## src/rtl/enh_noc_pkg.sv

```systemverilog
// rtl/enh_noc_pkg.sv - shared flit-format constants for the NoC merge/demux stages
package enh_noc_pkg;

    // Default flit geometry: valid bit(s) at the MSB end, payload below.
    localparam int DEF_WORD_WIDTH = 16;
    localparam int DEF_VAL_BIT    = 1;

    // Bit position of the valid flag in a default-width flit; the merge stage
    // keys on the same position.
    localparam int VALID_POS      = DEF_WORD_WIDTH - 1;

    // Output port selected by the routing bit of the payload.
    typedef enum logic {
        PORT_1 = 1'b0,
        PORT_2 = 1'b1
    } port_sel_e;

endpackage

```

## src/rtl/sync_fifo.sv

```systemverilog
// rtl/sync_fifo.sv - single-clock FIFO with occupancy count
//
// Purpose: circular buffer of 2**log_depth entries of width bits.
// Ports:
//   clk_i, rst_i       clock, synchronous active-high reset (count/pointers)
//   push_i, din_i      write request and data; ignored when full unless
//                      a pop happens on the same edge
//   pop_i, dout_o      read request (ignored when empty) and head entry
//   count_o            occupancy 0..2**log_depth
//   empty_o, full_o    occupancy flags
module sync_fifo #(
    parameter int width     = 15,
    parameter int log_depth = 2
) (
    input  logic                 clk_i,
    input  logic                 rst_i,
    input  logic                 push_i,
    input  logic                 pop_i,
    input  logic [width-1:0]     din_i,
    output logic [width-1:0]     dout_o,
    output logic [log_depth:0]   count_o,
    output logic                 empty_o,
    output logic                 full_o
);

    localparam int depth = 1 << log_depth;

    logic [width-1:0]     mem_q [depth];
    logic [log_depth-1:0] wr_ptr_q, wr_ptr_d;
    logic [log_depth-1:0] rd_ptr_q, rd_ptr_d;
    logic [log_depth:0]   count_q, count_d;
    logic                 do_push, do_pop;

    assign empty_o = (count_q == '0);
    assign full_o  = (count_q == (log_depth+1)'(depth));
    assign count_o = count_q;
    assign dout_o  = mem_q[rd_ptr_q];

    // A pop frees the slot on the same edge, so a full FIFO still takes a
    // push when it is popped simultaneously.
    assign do_pop  = pop_i && !empty_o;
    assign do_push = push_i && (!full_o || do_pop);

    always_comb begin
        wr_ptr_d = wr_ptr_q;
        rd_ptr_d = rd_ptr_q;
        count_d  = count_q;
        if (do_push) begin
            wr_ptr_d = wr_ptr_q + 1'b1;
        end
        if (do_pop) begin
            rd_ptr_d = rd_ptr_q + 1'b1;
        end
        case ({do_push, do_pop})
            2'b10:   count_d = count_q + 1'b1;
            2'b01:   count_d = count_q - 1'b1;
            default: count_d = count_q;
        endcase
    end

    always_ff @(posedge clk_i) begin
        if (rst_i) begin
            wr_ptr_q <= '0;
            rd_ptr_q <= '0;
            count_q  <= '0;
        end else begin
            wr_ptr_q <= wr_ptr_d;
            rd_ptr_q <= rd_ptr_d;
            count_q  <= count_d;
        end
    end

    // Storage is not reset; only entries below count_q are ever read.
    always_ff @(posedge clk_i) begin
        if (!rst_i && do_push) begin
            mem_q[wr_ptr_q] <= din_i;
        end
    end

endmodule

```

## src/rtl/enh_demux.sv

```systemverilog
// rtl/enh_demux.sv - two-port flit demultiplexer with per-port FIFOs
//
// Purpose: routes valid upstream flits by payload[route_bit] into one of two
// FIFOs and drains each FIFO into a registered output port.
// Ports:
//   clk, rst          clock, synchronous active-high reset
//   in                upstream flit, valid at MSB, payload in low bits
//   full_1, full_2    downstream back-pressure per port
//   out_1, out_2      registered output flits (all zeros when idle)
//   busy              back-pressure to upstream (a FIFO is at D-1 or more)
//   drop_cnt          saturating count of flits lost to a full FIFO
module enh_demux
    import enh_noc_pkg::*;
#(
    parameter int word_width     = DEF_WORD_WIDTH,
    parameter int val_bit        = DEF_VAL_BIT,
    parameter int log_buffer_len = 2,
    parameter int route_bit      = 0
) (
    input  logic                  clk,
    input  logic                  rst,
    input  logic [word_width-1:0] in,
    input  logic                  full_1,
    input  logic                  full_2,
    output logic [word_width-1:0] out_1,
    output logic [word_width-1:0] out_2,
    output logic                  busy,
    output logic [7:0]            drop_cnt
);

    localparam int pw    = word_width - val_bit;
    localparam int depth = 1 << log_buffer_len;

    logic                    in_valid;
    logic [pw-1:0]           in_payload;
    port_sel_e               route;

    logic                    push_1, push_2, pop_1, pop_2;
    logic [pw-1:0]           head_1, head_2;
    logic [log_buffer_len:0] count_1, count_2;
    logic                    empty_1, empty_2, fifo_full_1, fifo_full_2;
    logic                    drop;

    logic [val_bit-1:0]      valid_field;
    logic [word_width-1:0]   out_1_q, out_1_d;
    logic [word_width-1:0]   out_2_q, out_2_d;
    logic [7:0]              drop_cnt_q, drop_cnt_d;

    assign in_valid   = in[word_width-1];
    assign in_payload = in[pw-1:0];
    assign route      = port_sel_e'(in_payload[route_bit]);

    assign push_1 = !rst && in_valid && (route == PORT_1);
    assign push_2 = !rst && in_valid && (route == PORT_2);

    // full_x only gates the pop decision on this edge; nothing is lost.
    assign pop_1  = !rst && !empty_1 && !full_1;
    assign pop_2  = !rst && !empty_2 && !full_2;

    // At most one push per edge, so at most one drop per edge.
    assign drop = (push_1 && fifo_full_1 && !pop_1) ||
                  (push_2 && fifo_full_2 && !pop_2);

    sync_fifo #(
        .width     (pw),
        .log_depth (log_buffer_len)
    ) u_fifo_1 (
        .clk_i   (clk),
        .rst_i   (rst),
        .push_i  (push_1),
        .pop_i   (pop_1),
        .din_i   (in_payload),
        .dout_o  (head_1),
        .count_o (count_1),
        .empty_o (empty_1),
        .full_o  (fifo_full_1)
    );

    sync_fifo #(
        .width     (pw),
        .log_depth (log_buffer_len)
    ) u_fifo_2 (
        .clk_i   (clk),
        .rst_i   (rst),
        .push_i  (push_2),
        .pop_i   (pop_2),
        .din_i   (in_payload),
        .dout_o  (head_2),
        .count_o (count_2),
        .empty_o (empty_2),
        .full_o  (fifo_full_2)
    );

    // Regenerated valid field: flag at the MSB, any extra valid bits zero.
    always_comb begin
        valid_field              = '0;
        valid_field[val_bit-1]   = 1'b1;
    end

    always_comb begin
        out_1_d    = pop_1 ? {valid_field, head_1} : '0;
        out_2_d    = pop_2 ? {valid_field, head_2} : '0;
        drop_cnt_d = drop_cnt_q;
        if (drop && (drop_cnt_q != 8'hFF)) begin
            drop_cnt_d = drop_cnt_q + 8'd1;
        end
    end

    always_ff @(posedge clk) begin
        if (rst) begin
            out_1_q    <= '0;
            out_2_q    <= '0;
            drop_cnt_q <= '0;
        end else begin
            out_1_q    <= out_1_d;
            out_2_q    <= out_2_d;
            drop_cnt_q <= drop_cnt_d;
        end
    end

    // One-entry margin so upstream can react a cycle late without a drop.
    assign busy = (32'(count_1) >= 32'(depth - 1)) ||
                  (32'(count_2) >= 32'(depth - 1));

    assign out_1    = out_1_q;
    assign out_2    = out_2_q;
    assign drop_cnt = drop_cnt_q;

endmodule

```

## config.mk

```make
export PLATFORM = sky130hd
export DESIGN_NAME = enh_demux
export DESIGN_NICKNAME = d
export VERILOG_FILES = /design/src/rtl/enh_noc_pkg.sv /design/src/rtl/sync_fifo.sv /design/src/rtl/enh_demux.sv
export SDC_FILE = /design/constraint.sdc
export NUM_CORES = 1
export LEC_CHECK = 0
export CAP_MARGIN = 5
export CORE_UTILIZATION = 61
export CTS_CLUSTER_DIAMETER = 50
export DETAILED_ROUTE_END_ITERATION = 12
export GPL_TIMING_DRIVEN = 0
export PLACE_DENSITY = 0.84
export SLEW_MARGIN = 5
export SYNTH_ARGS = -nofsm -noshare
export SYNTH_HDL_FRONTEND = slang
export SYNTH_SLANG_ARGS = --single-unit
```

## constraint.sdc

```tcl
create_clock -name clk -period 3.76 [get_ports clk]
set_input_delay 0.94 -clock clk [delete_from_list [all_inputs] [get_ports clk]]
set_output_delay 0.94 -clock clk [all_outputs]
set_load 0.02 [all_outputs]
```

==> parameters.txt <==
Parameter                              Value

Worst setup path
  Register-to-register setup slack ... 1.37 ns
  Worst-path fanout max ... 15
  Worst EP arrival ... ~3.3 ns
  Element type at the critical path end ... register
  Endpoint of the most critical register-to-register path ... u_fifo_1.count_o[2]$_SDFFE_PP0P_
  Element type at the critical path start ... input port
  Critical path data required time ... 3.91 ns
  Startpoint-to-endpoint class of the critical path ... input port to register
  Startpoint of the most critical register-to-register path ... u_fifo_1.count_o[0]$_SDFFE_PP0P_
  Startpoint of the most critical setup path ... in[0]
  Worst r2r path cells ... 9

STA
  Transition at the pin with the smallest max-transition slack ... 0.7943 ns
  Period minus WS final ... 3.094 ns
  Total count of max-transition violations in the final report ... 0
  Period utilisation layout ... 0.8227
  Final Hold Violating Endpoints ... 0
  Summed negative setup slack over all endpoints ... 0 ns
  Relative max-transition margin ... 0.4705
  Final setup vio count ... 0
  Post-route worst setup slack ... 0.6665 ns
  F_max ... 323.3 MHz
  Layout Skew ... roughly 0.0092 ns
  Fin Hold WS ... 0.5203 ns
  RSZ-0062 raised after global routing ... false

Min path
  Worst hold-check path type ... register to register
  Launch instance of the worst min-delay path ... drop_cnt[4]$_SDFFE_PP0P_
  Depth of the worst hold-timing path ... 2
  Worst Hold Endpoint ... drop_cnt[4]$_SDFFE_PP0P_

Floorplanning
  Overall die height ... 106.0 um
  Io pins ... 61
  Initial cell density of the core ... 0.6340
  Placeable core area ... 10420 um^2
  Number of rows created at floorplan ... 37
  Die footprint ... ~11000 um^2
  Width of the die ... 106.0 um

Place
  Final GP Congestion ... 0.7943
  Port bufs ... 60
  Worst setup slack after placement ... 0.1013 ns
  Dpl hpwl ... 7.882 mm

Synth
  Cell Area, Synth ... 6604 um^2
  Mean post-synth cell area ... about 17 um^2
  Top cells by area, synth ... sky130_fd_sc_hd__edfxtp_1 55%, sky130_fd_sc_hd__dfxtp_1 18%, sky130_fd_sc_hd__mux4_2 10%
  Share of synthesized area occupied by flip-flops and latches ... 0.7215
  Syn. warnings ... 0
  Area share of the largest cell type after synthesis ... 0.5457
  Primary FF master, synth ... sky130_fd_sc_hd__edfxtp_1
  Dominant cell type by area after synthesis ... sky130_fd_sc_hd__edfxtp_1
  Async set-reset flop share out of synthesis ... 0
  Count of distinct cell types in the synthesized netlist ... 46
  Number of nets produced by synthesis ... 420
  Number of synthesized flops with an enable pin ... 120
  FF+latch count, synth ... 178
  Post-synthesis instance total ... between 300 and 400

Final layout
  Number of nets in the finished design ... 499
  Layout Utilization ... 0.7612
  Synthesis-to-layout area growth ... 20.06%
  Antenna diode instance count ... 0
  Layout cell share with drive strength beyond 1 ... 0.1604

Route
  Total wire length ... 12.80 mm
  Number of DRC violations after detailed-routing iteration 0 ... 270
  Met3 wire len ... 694 um
  Overall via count from detail_route ... 3671
  Wire per inst ... 20.78 um
  Uppermost signal routing layer after detailed routing ... met4
  Drt first pass iters ... 4
  Post-Route M1 WL ... 5.002 mm
  DR vias/cell ... approximately 6.0
  Remaining antenna violation count after routing ... 0
  DR DRC count ... 0
  Metal2 WL ... 6.802 mm

Pwr
  Leakage power of the design ... approximately 2.7 nW
  Total power of the final layout ... between 4 and 5 mW
  VDD IR max ... 0.0003348 V
  Power density relative to cell area ... a little over 500 nW/um^2

GRT
  GRT Total Usage ... 0.2460
  First-pass GRT wire length ... just under 20 mm
  Largest net degree at the start of global routing ... 18
  Vias in the first global route ... 3834
  Antenna violations before repair ... 0
  Global route overflow ... 0

Clock network
  Number of cells upsized or downsized after cts ... 0
  # hold bufs at CTS ... 0
  Clock tree from TritonCTS ... yes
  Skew-Pair Late Insertion Delay ... 0.53 ns
  Root buf cell ... sky130_fd_sc_hd__clkbuf_8
  Clk pin slew, worst setup/hold paths ... 0.07 ns
  Maximum clock path buffer count ... 2
  Deepest level of the CTS H-tree ... 4
  Number of clock sinks ... 178
  Buffers inserted during post-CTS setup optimization ... 0
  Number of CTS-inserted buffers ... 17

Run status
  Result of the run ... completed

Flow run
  Max-capacitance violation count ... 0
## cells in the mapped netlist, types with 2 or more instances
library cell,n
sky130_fd_sc_hd__and2_1,11
sky130_fd_sc_hd__nand2_1,4
sky130_fd_sc_hd__mux4_2,30
sky130_fd_sc_hd__mux2i_1,2
sky130_fd_sc_hd__ha_1,10
sky130_fd_sc_hd__or4_1,4
sky130_fd_sc_hd__and3_1,30
sky130_fd_sc_hd__buf_1,2
sky130_fd_sc_hd__xor2_1,5
sky130_fd_sc_hd__nand4_1,2
sky130_fd_sc_hd__nor3_1,4
sky130_fd_sc_hd__a211oi_1,4
sky130_fd_sc_hd__xnor2_1,3
sky130_fd_sc_hd__clkbuf_1,8
sky130_fd_sc_hd__nand3_1,5
sky130_fd_sc_hd__o21ai_0,5
sky130_fd_sc_hd__nor2_1,17
sky130_fd_sc_hd__or3_2,2
sky130_fd_sc_hd__buf_2,6
sky130_fd_sc_hd__inv_1,15
sky130_fd_sc_hd__o31ai_1,4
sky130_fd_sc_hd__fa_1,2
sky130_fd_sc_hd__a21oi_1,12
sky130_fd_sc_hd__or3_1,3
sky130_fd_sc_hd__dfxtp_1,58
sky130_fd_sc_hd__edfxtp_1,120
## registers in the layout, summed over array words and instances (netlist names), named ones only
signal and cells:
u_fifo_1.mem_q 60, u_fifo_2.mem_q 60, out_1 16, out_2 16, drop_cnt 8, u_fifo_1.count_o 3
u_fifo_2.count_o 3, u_fifo_1.rd_ptr_q 2, u_fifo_1.wr_ptr_q 2, u_fifo_2.rd_ptr_q 2, u_fifo_2.wr_ptr_q 2
## layout make-up
type                    count  area (um^2)
plain buffers              17        81.33
clock buffers              20        456.7
clock inverters            12        97.59
fillers                   575         2487
inverters                  15        56.30
multi-input cells         178         1702
flip-flops and latches    178         4765
well taps                 136        170.2
repair buffers             60        600.6
## layer usage
| metal | vias up | global-route usage |
|---|---|---|
| met2 | 144 | 0.4234 |
| li1 | 1648 | - |
| met3 | 27 | 0.05886 |
| met4 | 0 | 0.1121 |
| met1 | 1852 | 0.2954 |
| met5 | - | 0 |
## critical path, stage by stage
cell and delay, ns:
sky130_fd_sc_hd__clkdlybuf4s50_1 0.77, sky130_fd_sc_hd__nand3b_1 0.31, sky130_fd_sc_hd__a21oi_1 0.50, sky130_fd_sc_hd__and2_1 0.73
## where the power goes
| group | internal [mW] | total (mW) | switching (mW) |
|---|---|---|---|
| combinational | 0.113 | 0.255 | 0.142 |
| sequential | 2.12 | 2.14 | 0.0191 |
| clock | 0.883 | 1.64 | 0.754 |
## logic make-up (layout without fill, tap and decap cells)
kind of cell | Yosys count | after routing | synth area share
buffers and inverters | 32 | 124 | 0.02084
DFF | 178 | 178 | 0.7215
AOI/OAI and AO/OA | 32 | 32 | 0.03164
adders and majority gates | 12 | 12 | 0.02501
muxes | 32 | 32 | 0.1053
xor gates and xnor gates | 8 | 8 | 0.01061
and+or+nand+nor | 94 | 94 | 0.08507
## stage by stage
step | std cells | area, um^2
2_1_floorplan | 388 | 6604
3_3_place_gp | 584 | 7375
3_5_place_dp | 584 | 7375
4_1_cts | 616 | 7929
5_1_grt | 616 | 7929
6_report | 616 | 7929
## worst max path at each step
| stage | to | slack, ns | cells past startpoint |
|---|---|---|---|
| global route | u_fifo_2.mem_q[2][1]$_DFFE_PP_ | 0.43 | 4 |
| CTS | u_fifo_2.mem_q[2][1]$_DFFE_PP_ | 0.67 | 4 |
| finish | u_fifo_2.mem_q[3][0]$_DFFE_PP_ | 0.67 | 4 |
| floorplan | u_fifo_1.count_o[2]$_SDFFE_PP0P_ | 0.99 | 9 |
| detailed placement | u_fifo_2.mem_q[3][12]$_DFFE_PP_ | 0.10 | 4 |
| global placement | u_fifo_2.mem_q[2][12]$_DFFE_PP_ | 0.18 | 4 |
## layout by cell type, fill, tap and decap left out, types with 2 or more instances in the layout
cell                              instances
sky130_fd_sc_hd__nand3_1                  5
sky130_fd_sc_hd__clkinv_4                 4
sky130_fd_sc_hd__a21oi_1                 12
sky130_fd_sc_hd__mux4_2                  30
sky130_fd_sc_hd__buf_1                    2
sky130_fd_sc_hd__or4_1                    4
sky130_fd_sc_hd__inv_6                    3
sky130_fd_sc_hd__fa_1                     2
sky130_fd_sc_hd__nor3_1                   4
sky130_fd_sc_hd__inv_1                   15
sky130_fd_sc_hd__nand2_1                  4
sky130_fd_sc_hd__o31ai_1                  4
sky130_fd_sc_hd__nor2_1                  17
sky130_fd_sc_hd__or3_1                    3
sky130_fd_sc_hd__clkbuf_1                 9
sky130_fd_sc_hd__nand4_1                  2
sky130_fd_sc_hd__xnor2_1                  3
sky130_fd_sc_hd__clkdlybuf4s50_1         60
sky130_fd_sc_hd__clkinvlp_4               2
sky130_fd_sc_hd__and2_1                  11
sky130_fd_sc_hd__clkbuf_8                 3
sky130_fd_sc_hd__dfxtp_1                 58
sky130_fd_sc_hd__o21ai_0                  5
sky130_fd_sc_hd__ha_1                    10
sky130_fd_sc_hd__or3_2                    2
sky130_fd_sc_hd__clkbuf_16               17
sky130_fd_sc_hd__mux2i_1                  2
sky130_fd_sc_hd__buf_2                    6
sky130_fd_sc_hd__xor2_1                   5
sky130_fd_sc_hd__and3_1                  30
sky130_fd_sc_hd__a211oi_1                 4
sky130_fd_sc_hd__edfxtp_1               120
Power figures use the tool's default switching activity.
